## src/rtl/icache_rd_bridge.sv

```systemverilog
// icache_rd_bridge: turns single cache read requests into one AXI4 INCR read burst and returns the assembled line.
module icache_rd_bridge #(
    parameter logic [3:0] AXI_ID         = 4'h0,
    parameter logic [3:0] CACHED_ARCACHE = 4'b1111
) (
    input  logic         clk_g,
    input  logic         rst,
    input  logic         rd_req,
    input  logic         rd_uncache,
    input  logic [31:0]  rd_addr,
    output logic         rd_rdy,
    output logic         ret_valid,
    output logic [127:0] ret_data,
    output logic         bus_err,
    output logic [3:0]   arid,
    output logic [31:0]  araddr,
    output logic [7:0]   arlen,
    output logic [2:0]   arsize,
    output logic [1:0]   arburst,
    output logic [3:0]   arcache,
    output logic         arvalid,
    input  logic         arready,
    input  logic [3:0]   rid,
    input  logic [31:0]  rdata,
    input  logic [1:0]   rresp,
    input  logic         rlast,
    input  logic         rvalid,
    output logic         rready
);
    typedef enum logic [1:0] {IDLE, AR, R, RET} state_t;
    state_t      state;
    logic        unc;
    logic [31:3] addr_q;
    logic [1:0]  cnt;
    logic        err;
    logic [1:0]  lim;
    logic [1:0]  slot;
    logic        unused_ok;
    assign unused_ok = ^{rid, rd_addr[2:0]};
    assign lim       = unc ? 2'd1 : 2'd3;
    // uncached fetches land in the upper half of the line
    assign slot      = unc ? {1'b1, cnt[0]} : cnt;
    assign rd_rdy    = state == IDLE;
    assign arvalid   = state == AR;
    assign rready    = state == R;
    assign ret_valid = state == RET;
    assign bus_err   = ret_valid & err;
    assign arid      = AXI_ID;
    assign araddr    = unc ? {addr_q, 3'h0} : {addr_q[31:4], 4'h0};
    assign arlen     = unc ? 8'd1 : 8'd3;
    assign arsize    = 3'b010;
    assign arburst   = 2'b01;
    assign arcache   = unc ? 4'b0000 : CACHED_ARCACHE;
    always_ff @(posedge clk_g) begin
        if (rst) begin
            state    <= IDLE;
            unc      <= 1'b0;
            addr_q   <= '0;
            cnt      <= 2'd0;
            err      <= 1'b0;
            ret_data <= '0;
        end else begin
            case (state)
                IDLE: if (rd_req) begin
                    state  <= AR;
                    unc    <= rd_uncache;
                    addr_q <= rd_addr[31:3];
                    cnt    <= 2'd0;
                    err    <= 1'b0;
                end
                AR: if (arready) state <= R;
                // extra beats without rlast keep overwriting the last slot
                R: if (rvalid) begin
                    ret_data[{slot, 5'b0} +: 32] <= rdata;
                    err   <= err | (rresp != 2'b00);
                    cnt   <= cnt == lim ? cnt : cnt + 2'd1;
                    state <= rlast ? RET : R;
                end
                default: state <= IDLE;
            endcase
        end
    end
endmodule

```

## config.mk

```make
export PLATFORM = sky130hd
export DESIGN_NAME = icache_rd_bridge
export DESIGN_NICKNAME = d
export VERILOG_FILES = /design/src/rtl/icache_rd_bridge.sv
export SDC_FILE = /design/constraint.sdc
export NUM_CORES = 1
export LEC_CHECK = 0
export ABC_AREA = 1
export ABC_CLOCK_PERIOD_IN_PS = 1900
export CELL_PAD_IN_SITES_DETAIL_PLACEMENT = 0
export CELL_PAD_IN_SITES_GLOBAL_PLACEMENT = 2
export CORE_ASPECT_RATIO = 0.8
export CORE_MARGIN = 8
export CORE_UTILIZATION = 21
export CTS_CLUSTER_DIAMETER = 30
export DETAILED_ROUTE_END_ITERATION = 8
export PLACE_DENSITY_LB_ADDON = 0.1
export SYNTH_ARGS = -nofsm -noshare
export SYNTH_HDL_FRONTEND = slang
export SYNTH_SLANG_ARGS = --single-unit
export TNS_END_PERCENT = 50
```

## constraint.sdc

```tcl
create_clock -name clk_g -period 1.9 [get_ports clk_g]
set_clock_uncertainty 0.15 [all_clocks]
set_input_delay 0.38 -clock clk_g [delete_from_list [all_inputs] [get_ports clk_g]]
set_output_delay 0.38 -clock clk_g [all_outputs]
set_load 0.02 [all_outputs]
```

==> summary.txt, run 1 <==
Clocking
  • Skew-Pair Late Insertion Delay: 0.44 ns
  • TritonCTS clock tree: built
  • Clock sink count: 163
  • Clock buffer depth: 2
  • Clock Tree Root: clkbuf_16
  • Htree depth: 4
  • CTS buffer count: 17
  • CTS Hold Buffers Added: 0
  • Reg clk slew, reported paths: 0.07 ns

Pwr
  • Leak: 4.51 nW
  • Pwr dens: 1120 mW/mm2
  • Power, Total: 11.6 mW
  • Maximum VDD drop: 0.612 mV

Setup path
  • Crit path buffers/inverters: 5
  • CP max stage delay: 0.35 ns
  • Reg2reg start: unc
  • WP data required: 2.12 ns
  • WP data arrival: 2.06 ns
  • Worst setup EP type: flip-flop
  • Crit-path slowest cell: dfxtp_2
  • Crit-path max FO: 9
  • CP Cell Sequence: inv_4, ha_4, inv_4, ha_4, nor2_4, buf_12, buf_12, inv_6, o21ai_0, o21ai_1, nor2_1
  • Setup crit start: unc
  • Crit path max-delay family: buffers and inverters
  • Setup crit start kind: flip-flop
  • Setup CP Type: flip-flop to flip-flop

Logic synthesis
  • Mapped cell area: 0.00704 mm2
  • Netlist cell types: 24
  • Sequential area share after synthesis: 46.4%
  • Yosys reg bits: 163
  • Avg Cell Area, Syn: 7.50 um2
  • Mapped Cells: 938
  • Yosys warnings: 0

Worst hold path
  • Hold_sp: err
  • Min-delay worst type: flip-flop to flip-flop

Run
  • Max-cap check violation count: 0

Layout
  • Sequential Area: 0.00327 mm2
  • Area Overhead vs Synth: 47.1%
  • Multi-input logic area: 0.00304 mm2
  • Share of cells above drive strength 1: 10.4%
  • Filler cell count: 3719
  • Design Area, Final: 0.0103 mm2
  • # nets final: 1222
  • # diodes: 0

Global route
  • Grt total ovfl: 0
  • Pin count of the biggest net entering global routing: 91
  • Vias in the first global route: 6667
  • Gr usage total: 14.6%
  • First-pass GRT wire length: 43800 um
  • Antenna violations before repair: 2

Floorplan
  • Die height: 180 um
  • Ports: 263
  • Die ar.: 0.0397 mm2
  • Row count: 60
  • Initial Utilization: 21.1%
  • Core footprint: 0.0333 mm2
  • Die width: 221 um

Timing
  • Post-route setup slack: 0.0641 ns
  • Max Fclk: 545 MHz
  • Final Hold Viols: 0
  • Pins over their slew limit: 0
  • Final setup fails: 0
  • Tcrit/Tclk final: 96.6%
  • Total negative setup slack: 0 ns
  • RSZ-0062 raised after global routing: true
  • Minimum clock period: 1.84 ns

Routing
  • DR vias/cell: 4.26
  • DRT antenna net count: 0
  • Final wirelength: 30200 um
  • Vias: 6738
  • WL/cell: 19.1 um
  • First DRT Iteration DRCs: 355
  • Detailed Routing Iterations Pass 1: 5
  • Residual DRC: 0

Placement
  • Place WS: -0.0786 ns
  • IO buf count: 236
  • GP Congestion: 0.732
  • Post-Place Cell Area: 0.00975 mm2
  • Hpwl dp: 20600 um

Run status
  • Status: completed
==> cell usage after synthesis (all sizes together) <==
library cell / number / area (um2)
dfxtp: 163 / 3260
nor2: 147 / 574
nand2: 143 / 549
a21oi: 129 / 646
nand3: 105 / 526
buf: 97 / 672
o21ai: 80 / 400
clkbuf: 28 / 105
inv: 21 / 81.3
o21a: 11 / 82.6
ha: 9 / 113
clkinv: 2 / 8.75
conb: 2 / 7.51
o211ai: 1 / 7.51
==> final cells by class <==
type / count / area share [%]
flip-flops and latches: 163 / 31.6
clock inverters: 15 / 1.99
well taps: 434 / 5.25
clock buffers: 17 / 4.11
repair buffers: 283 / 26.2
inverters: 23 / 1.09
repair inverters: 4 / 0.411
multi-input cells: 644 / 29.4
==> metal layers <==
| metal | vias to the layer above | global-route usage, % | routed length [um] |
|---|---|---|---|
| met5 | - | 0 | 24 |
| met4 | 4 | 3.28 | 287 |
| met3 | 23 | 5.18 | 1940 |
| met2 | 135 | 23.8 | 14400 |
| met1 | 3147 | 18.3 | 13600 |
| li1 | 3429 | - | - |
==> final timing paths <==
path                                      to  slack, ns  cells past startpoint
worst max register to register  ret_data[66]       0.06                     11
worst max-delay path            ret_data[66]       0.06                     11
worst min register to register           err       0.31                      2
worst min-delay path                     err       0.31                      2
==> timing repair <==
item | CTS | global route
setup buffers | 0 | 6
setup endpoints to repair | 202 | 72
gates resized for setup | 183 | 27
gates cloned | 0 | 4
pin swaps | 0 | 3
==> worst register-to-register path: stages (launching register included) <==
cell	delay (ns)
dfxtp_2	0.35
inv_4	0.04
ha_4	0.17
inv_4	0.06
ha_4	0.21
nor2_4	0.14
buf_12	0.13
buf_12	0.13
inv_6	0.07
o21ai_0	0.15
o21ai_1	0.08
nor2_1	0.08
==> cells in the final DEF (no fill, tap or decap), types with 14 or more instances in the layout <==
cell / n
nor2_1: 139
a21oi_1: 126
clkbuf_16: 17
buf_12: 18
buf_4: 30
o21ai_1: 14
conb_1: 19
nand3_1: 105
nand2_1: 140
o21ai_0: 66
clkdlybuf4s50_1: 68
inv_1: 14
dlygate4sd2_1: 161
dfxtp_1: 159
==> cell families (layout without fill, tap and decap cells) <==
kind of cell    after synthesis  count (layout)  share of synthesized area, %
compound gates              221             221                          16.1
fa+ha+maj                     9               9                          1.60
buf+inv                     148             342                          12.3
flops                       163             163                          46.4
other cells                   2              19                         0.107
simple gates                395             395                          23.4
==> sequential cells by signal, indices dropped and copies added, names as in the netlist <==
register,count
err,1
addr_q,29
cnt,2
state,2
unc,1
ret_data,128
==> through the flow <==
step / util, % / hold WS, ns / instances
2_1_floorplan: - / 0.279 / 955
3_3_place_gp: 29.3 / 0.296 / 1541
3_5_place_dp: 29.3 / 0.297 / 1541
4_1_cts: 30.5 / 0.309 / 1573
5_1_grt: 31.1 / 0.324 / 1583
6_report: 31.1 / 0.310 / 1583
==> report_power, final <==
group / internal (mW) / switching (mW) / leakage [nW]
Sequential: 3.80 / 0.185 / 1.32
Clock: 2.21 / 1.59 / 0.293
Combinational: 1.38 / 2.39 / 2.89
(Power assumes the default switching activity.)
==> inputs of run 2 (changes only) <==
Settings changed: REMOVE_ABC_BUFFERS from default to 1.
==> run 2 against run 1 <==
  * Critical path depth is 8 lower
  * Total power is 2.8% lower
  * Via count is 0.13% lower
  * Global-route usage is 0.16 points higher
  * Die area stayed put
  * Worst setup slack better by 0.027 ns
  * Register-to-register slack better by 0.04 ns
  * Cell area hardly changed
  * First-iteration DRC count is 3.4% higher
  * Non-clock buffer count is 11 higher
  * Clock power is 9.4% lower
  * Highest routed layer is now met4
==> summary.txt, run 2 (synthesis gave the netlist of run 1 again) <==
Pwr
  • Leak: 4.54 nW (+0.67%)
  • Pwr dens: 1090 mW/mm2 (-2.8%)
  • Maximum VDD drop: 0.571 mV (-6.6%)
  • Power, Total: 11.2 mW (-2.8%)

Setup path
  • Setup crit start kind: flip-flop
  • WP data required: 1.37 ns (-0.75 ns)
  • Worst r2r path cells: 10 (-1)
  • Crit-path max FO: 6 (-3)
  • FF-to-FF End: ret_data[94]
  • Worst setup EP type: primary output
  • Crit-path slowest cell: dfxtp_2
  • Setup crit start: unc
  • CP Cell Sequence: inv_2, buf_4, clkdlybuf4s15_1
  • CP max stage delay: 0.33 ns (-0.02 ns)
  • FF-to-FF setup slack: 0.10 ns (+0.04 ns)
  • WP data arrival: 1.28 ns (-0.78 ns)
  • CP endpoint: arcache[0]
  • Reg2reg start: unc
  • Setup CP Type: flip-flop to primary output

Clocking
  • Reg clk slew, reported paths: 0.07 ns (about the same)
  • CTS Hold Buffers Added: 0 (unchanged)
  • TritonCTS clock tree: built
  • Clock sink count: 163 (unchanged)
  • Clock buffer depth: 2 (unchanged)
  • Htree depth: 4 (unchanged)
  • Skew-Pair Late Insertion Delay: 0.43 ns (about the same)
  • CTS buffer count: 17 (unchanged)
  • Setup Fix Bufs, Post-CTS: 0 (unchanged)
  • Clock Tree Root: clkbuf_16

Routing
  • Detailed Routing Iterations Pass 1: 4 (-1)
  • Vias: 6729 (-0.13%)
  • First DRT Iteration DRCs: 367 (+3.4%)
  • DRT antenna net count: 0 (unchanged)
  • Final wirelength: 29500 um (-2.4%)
  • DR vias/cell: 4.23 (-0.57%)
  • Residual DRC: 0 (unchanged)
  • WL/cell: 18.6 um (-2.8%)

Layout
  • Largest Register: ret_data
  • Commonest non-fill, non-tap cell in the layout: dfxtp_1
  • Area Overhead vs Synth: 47.0% (about the same)
  • # nets final: 1229 (+0.57%)
  • Max FFs per register: 128 (unchanged)
  • Biggest regs: ret_data: 128 flops, addr_q: 29 flops
  • # diodes: 0 (unchanged)
  • Share of cells above drive strength 1: 11.7% (+1.3 points)
  • Most frequent cells in the layout: 159 x dfxtp_1, 157 x dlygate4sd2_1, 139 x nor2_1
  • Final core occ: 31.0% (about the same)

Placement
  • Place WS: -0.158 ns (-0.0794 ns)
  • GP Congestion: 0.695 (-5.0%)
  • IO buf count: 236 (unchanged)
  • Hpwl dp: 20700 um (+0.38%)

Floorplan
  • Ports: 263 (unchanged)
  • Row count: 60 (unchanged)
  • Initial Utilization: 21.1% (unchanged)
  • Die ar.: 0.0397 mm2 (unchanged)
  • Die width: 221 um (unchanged)
  • Core footprint: 0.0333 mm2 (unchanged)
  • Die height: 180 um (unchanged)

Worst hold path
  • Min-delay worst type: primary input to flip-flop
  • Hold depth: 3 (+1)

Timing
  • Max Fclk: 553 MHz (+1.5%)
  • RSZ-0062 raised after global routing: true
  • Pins over their slew limit: 0 (unchanged)
  • Post-route setup slack: 0.0913 ns (+0.0272 ns)
  • Final Hold Viols: 0 (unchanged)
  • Minimum clock period: 1.81 ns (-0.0272 ns)
  • Final setup fails: 0 (unchanged)
  • Tcrit/Tclk final: 95.2% (-1.4 points)

Global route
  • Grt total ovfl: 0 (unchanged)
  • Gr usage total: 14.8% (+0.16 points)
  • Antenna violations before repair: 0 (-2)
  • First-pass GRT wire length: 44500 um (+1.7%)
  • Vias in the first global route: 6817 (+2.2%)
  • Pin count of the biggest net entering global routing: 61 (-33%)

Run
  • Max-cap check violation count: 0 (unchanged)

Run status
  • Status: completed
run 2: area by class of cell:
| type | count | area (um2) |
|---|---|---|
| clock inverter | 8 | 76.3 |
| multi-input combinational | 644 | 3060 |
| sequential | 163 | 3270 |
| inverter | 23 | 95.1 |
| fill | 3742 | 23000 |
| timing repair buffer | 294 | 2810 |
| tap | 434 | 543 |
| clock buffer | 24 | 492 |
run 2: power breakdown:
group	total [mW]	switching [mW]	internal (mW)
registers	3.97	0.175	3.80
logic	3.81	2.38	1.43
clock network	3.45	1.51	1.94
total	11.2	4.07	7.17
run 2: worst max-delay path: cells and delay by family (launching register included):
kind,cells,cell delay (ns)
flip-flops,1,0.33
buffers and inverters,3,0.52
run 2: repair_timing:
item                       in CTS  in global routing
setup endpoints to repair     281                 82
pin swaps                       1                  7
gates resized for setup       191                 30
cloned                          0                  0
run 2: worst min path at each step:
stage                 start      endpoint
5_1_grt                 rst  ret_data[88]
6_report                rst  ret_data[88]
3_3_place_gp   ret_data[75]  ret_data[75]
4_1_cts                 rst  ret_data[46]
2_1_floorplan           err           err
3_5_place_dp   ret_data[38]  ret_data[38]
run 2: metrics by stage:
stage | instances | area [um2] | setup TNS (ns) | hold WS, ns
4_1_cts | 1590 | 10300 | -0.0411 | 0.232
2_1_floorplan | 830 | 6320 | -162.13 | 0.280
3_3_place_gp | 1558 | 9900 | -8.02 | 0.300
3_5_place_dp | 1558 | 9900 | -10.44 | 0.304
5_1_grt | 1590 | 10300 | -0.0152 | 0.246
6_report | 1590 | 10300 | 0 | 0.237
run 2: per-layer routing:
layer,vias up,track usage [%],share of wire (%)
li1,3432,-,-
met1,3164,19.5,47
met2,123,23.7,47
met3,10,4.19,4.9
met4,0,2.93,0.67
met5,-,0,0
==> inputs of run 3 (changes only) <==
Settings changed: ABC_CLOCK_PERIOD_IN_PS 1900 to 2090, CELL_PAD_IN_SITES_DETAIL_PLACEMENT 0 to 1, CELL_PAD_IN_SITES_GLOBAL_PLACEMENT 2 to 1, CORE_UTILIZATION 21 to 25, GPL_ROUTABILITY_DRIVEN from default to 0.
Clock period 1.9 ns to 2.09 ns, I/O delays scaled along.
==> run 3 against run 2 <==
  * Sequential share of layout area rose by 0.052 points
  * Total power shrank 5.8%
  * Critical endpoint is now ret_data[30]
  * Final cell count is 4.9% lower
  * Critical path type unchanged
==> summary.txt, run 3 (synthesis gave the netlist of run 1 again) <==
Layout
  • Most frequent cells in the layout: 223 x clkdlybuf4s50_1, 162 x dfxtp_1, 143 x nor2_1
  • Filler cell count: 3359 (-10%)
  • Max FFs per register: 128 (unchanged)
  • Area Overhead vs Synth: 46.6%
  • Design Area, Final: 0.0103 mm2 (-0.28%)
  • Biggest regs: ret_data: 128 flops, addr_q: 29 flops
  • Commonest non-fill, non-tap cell in the layout: clkdlybuf4s50_1
  • Final core occ: 36.8% (+5.8 points)
  • Share of cells above drive strength 1: 8.50% (-3.2 points)
  • # nets final: 1216 (-1.1%)
  • Largest Register: ret_data

Clocking
  • Clock Tree Root: clkbuf_16
  • CTS buffer count: 17 (unchanged)
  • Clock buffer depth: 2 (unchanged)
  • Clock sink count: 163 (unchanged)
  • Reg clk slew, reported paths: 0.07 ns (about the same)
  • CTS Hold Buffers Added: 0 (unchanged)
  • Skew-Pair Late Insertion Delay: 0.43 ns (about the same)
  • TritonCTS clock tree: built
  • Htree depth: 4 (unchanged)

Pwr
  • Net switching power figure: 3.62 mW (-11%)
  • Sequential power share: 34.2% (-1.1 points)
  • Comb pwr share: 33.4% (-0.5 points)
  • Leak: 3.78 nW (-17%)
  • Sw Ratio: 34.2% (-2.0 points)
  • Maximum VDD drop: 0.686 mV (+20%)
  • Pwr dens: 1030 mW/mm2 (-5.5%)
  • Clk network pwr share: 32.4% (+1.7 points)
  • Pint: 6.96 mW (-2.8%)

Global route
  • First-pass GRT wire length: 43900 um (-1.3%)
  • Grt total ovfl: 0 (unchanged)
  • Gr usage total: 16.6% (+1.9 points)
  • Antenna violations before repair: 0 (unchanged)
  • Pin count of the biggest net entering global routing: 63 (+3.3%)
  • Vias in the first global route: 7178 (+5.3%)

Routing
  • Detailed Routing Iterations Pass 1: 4 (unchanged)
  • First DRT Iteration DRCs: 249 (-32%)
  • DRT antenna net count: 0 (unchanged)
  • Residual DRC: 0 (unchanged)
  • Final wirelength: 28400 um (-3.8%)
  • Vias: 6883 (+2.3%)
  • DR vias/cell: 4.55 (+7.6%)
  • WL/cell: 18.8 um (+1.2%)

Timing
  • Final Hold Viols: 0 (unchanged)
  • Minimum clock period: 2.02 ns
  • Hold WS: 0.206 ns (-0.0314 ns)
  • Pins over their slew limit: 0 (unchanged)
  • Max Fclk: 496 MHz
  • Final setup fails: 0 (unchanged)
  • Tcrit/Tclk final: 96.5%

Run
  • Max-cap check violation count: 0 (unchanged)

Placement
  • Post-Place Cell Area: 0.00968 mm2 (-2.2%)
  • Hpwl dp: 19900 um (-3.6%)
  • IO buf count: 236 (unchanged)

Setup path
  • Worst setup EP type: primary output
  • CP max stage delay: 0.68 ns (+0.35 ns)
  • WP data arrival: 1.45 ns (+0.17 ns)
  • Crit path buffers/inverters: 1 (-2)
  • Setup crit start kind: flip-flop
  • Crit-path slowest cell: clkdlybuf4s50_1
  • CP Cell Sequence: clkdlybuf4s50_1
  • WP data required: 1.52 ns (+0.15 ns)
  • Setup CP Type: flip-flop to primary output
  • Crit-path max FO: 2 (-4)
  • Crit path max-delay family: buffers and inverters

Worst hold path
  • Min-delay worst type: primary input to flip-flop

Run status
  • Status: completed

Floorplan
  • Die ar.: 0.0338 mm2 (-15%)
  • Die width: 204 um (-7.7%)
  • Initial Utilization: 25.1% (+4.0 points)
  • Core footprint: 0.0280 mm2 (-16%)
  • Ports: 263 (unchanged)
  • Die height: 166 um (-7.6%)
  • Row count: 55 (-8.3%)
-- run 3: cell types whose count changed in the layout (fill, tap and decap cells not counted), moves of 4 or more --
cell             before  now
a21oi_1             124  129
a21oi_2               5    0
buf_2                 4    0
buf_4                40   31
bufinv_16             1    5
clkbuf_8              4    0
clkdlybuf4s15_1       5    0
clkdlybuf4s50_1      68  223
dlygate4sd2_1       157    8
nor2_1              139  143
nor2_2                5    1
o21ai_0              61   67
o21ai_1              18   13
-- run 3: repair_timing --
action / 4_1_cts / 5_1_grt
pin swaps: 1 / 1
setup endpoints to repair: 16 / 95
setup buffers: 0 / 1
cloned: 0 / 0
gates resized for setup: 11 / 10
-- run 3: path summary, 6_finish.rpt --
| path | startpoint | end | slack [ns] | cells past startpoint |
|---|---|---|---|---|
| worst max-delay path | ret_data[30] | ret_data[30] | 0.07 | 1 |
| worst min-delay path | rst | ret_data[64] | 0.21 | 2 |
| worst max register to register | unc | ret_data[50] | 0.14 | 10 |
| worst min register to register | ret_data[63] | ret_data[63] | 0.31 | 2 |
-- run 3: power by group through the flow --
stage	clock network [mW]	registers (mW)	logic [mW]
floorplan	0	4.05	1.30
CTS	3.54	3.63	3.58
detailed placement	0	3.69	3.61
global route	3.65	3.67	3.86
global placement	0	3.68	3.59
finish	3.42	3.62	3.54
-- run 3: area by class of cell --
class	instances	area, um2	share of cell area [%]
clock inverters	10	184	1.78
well taps	370	463	4.49
flip-flops and latches	163	3260	31.6
multi-input cells	644	3010	29.1
inverters	23	90.1	0.873
repair buffers	281	2870	27.8
diodes	1	2.50	0.0243
clock buffers	20	437	4.23
-- run 3: per-stage QoR --
step	std cells	setup WS [ns]	setup TNS [ns]	power, mW
finish	1512	0.0729	0	10.6
global route	1511	-0.00300	-0.00593	11.2
CTS	1510	0.00424	0	10.7
detailed placement	1480	0.0122	0	7.30
global placement	1480	0.0217	0	7.27
floorplan	830	-1.43	-132.13	5.36
-- run 3: layer usage --
metal  global-route usage (%)  vias up  wire (um)
met5                        0        -          0
met4                     3.97        0        288
met3                     5.05       21       1610
met2                     26.0      138      12800
met1                     22.1     3326      13700
li1                         -     3398          -
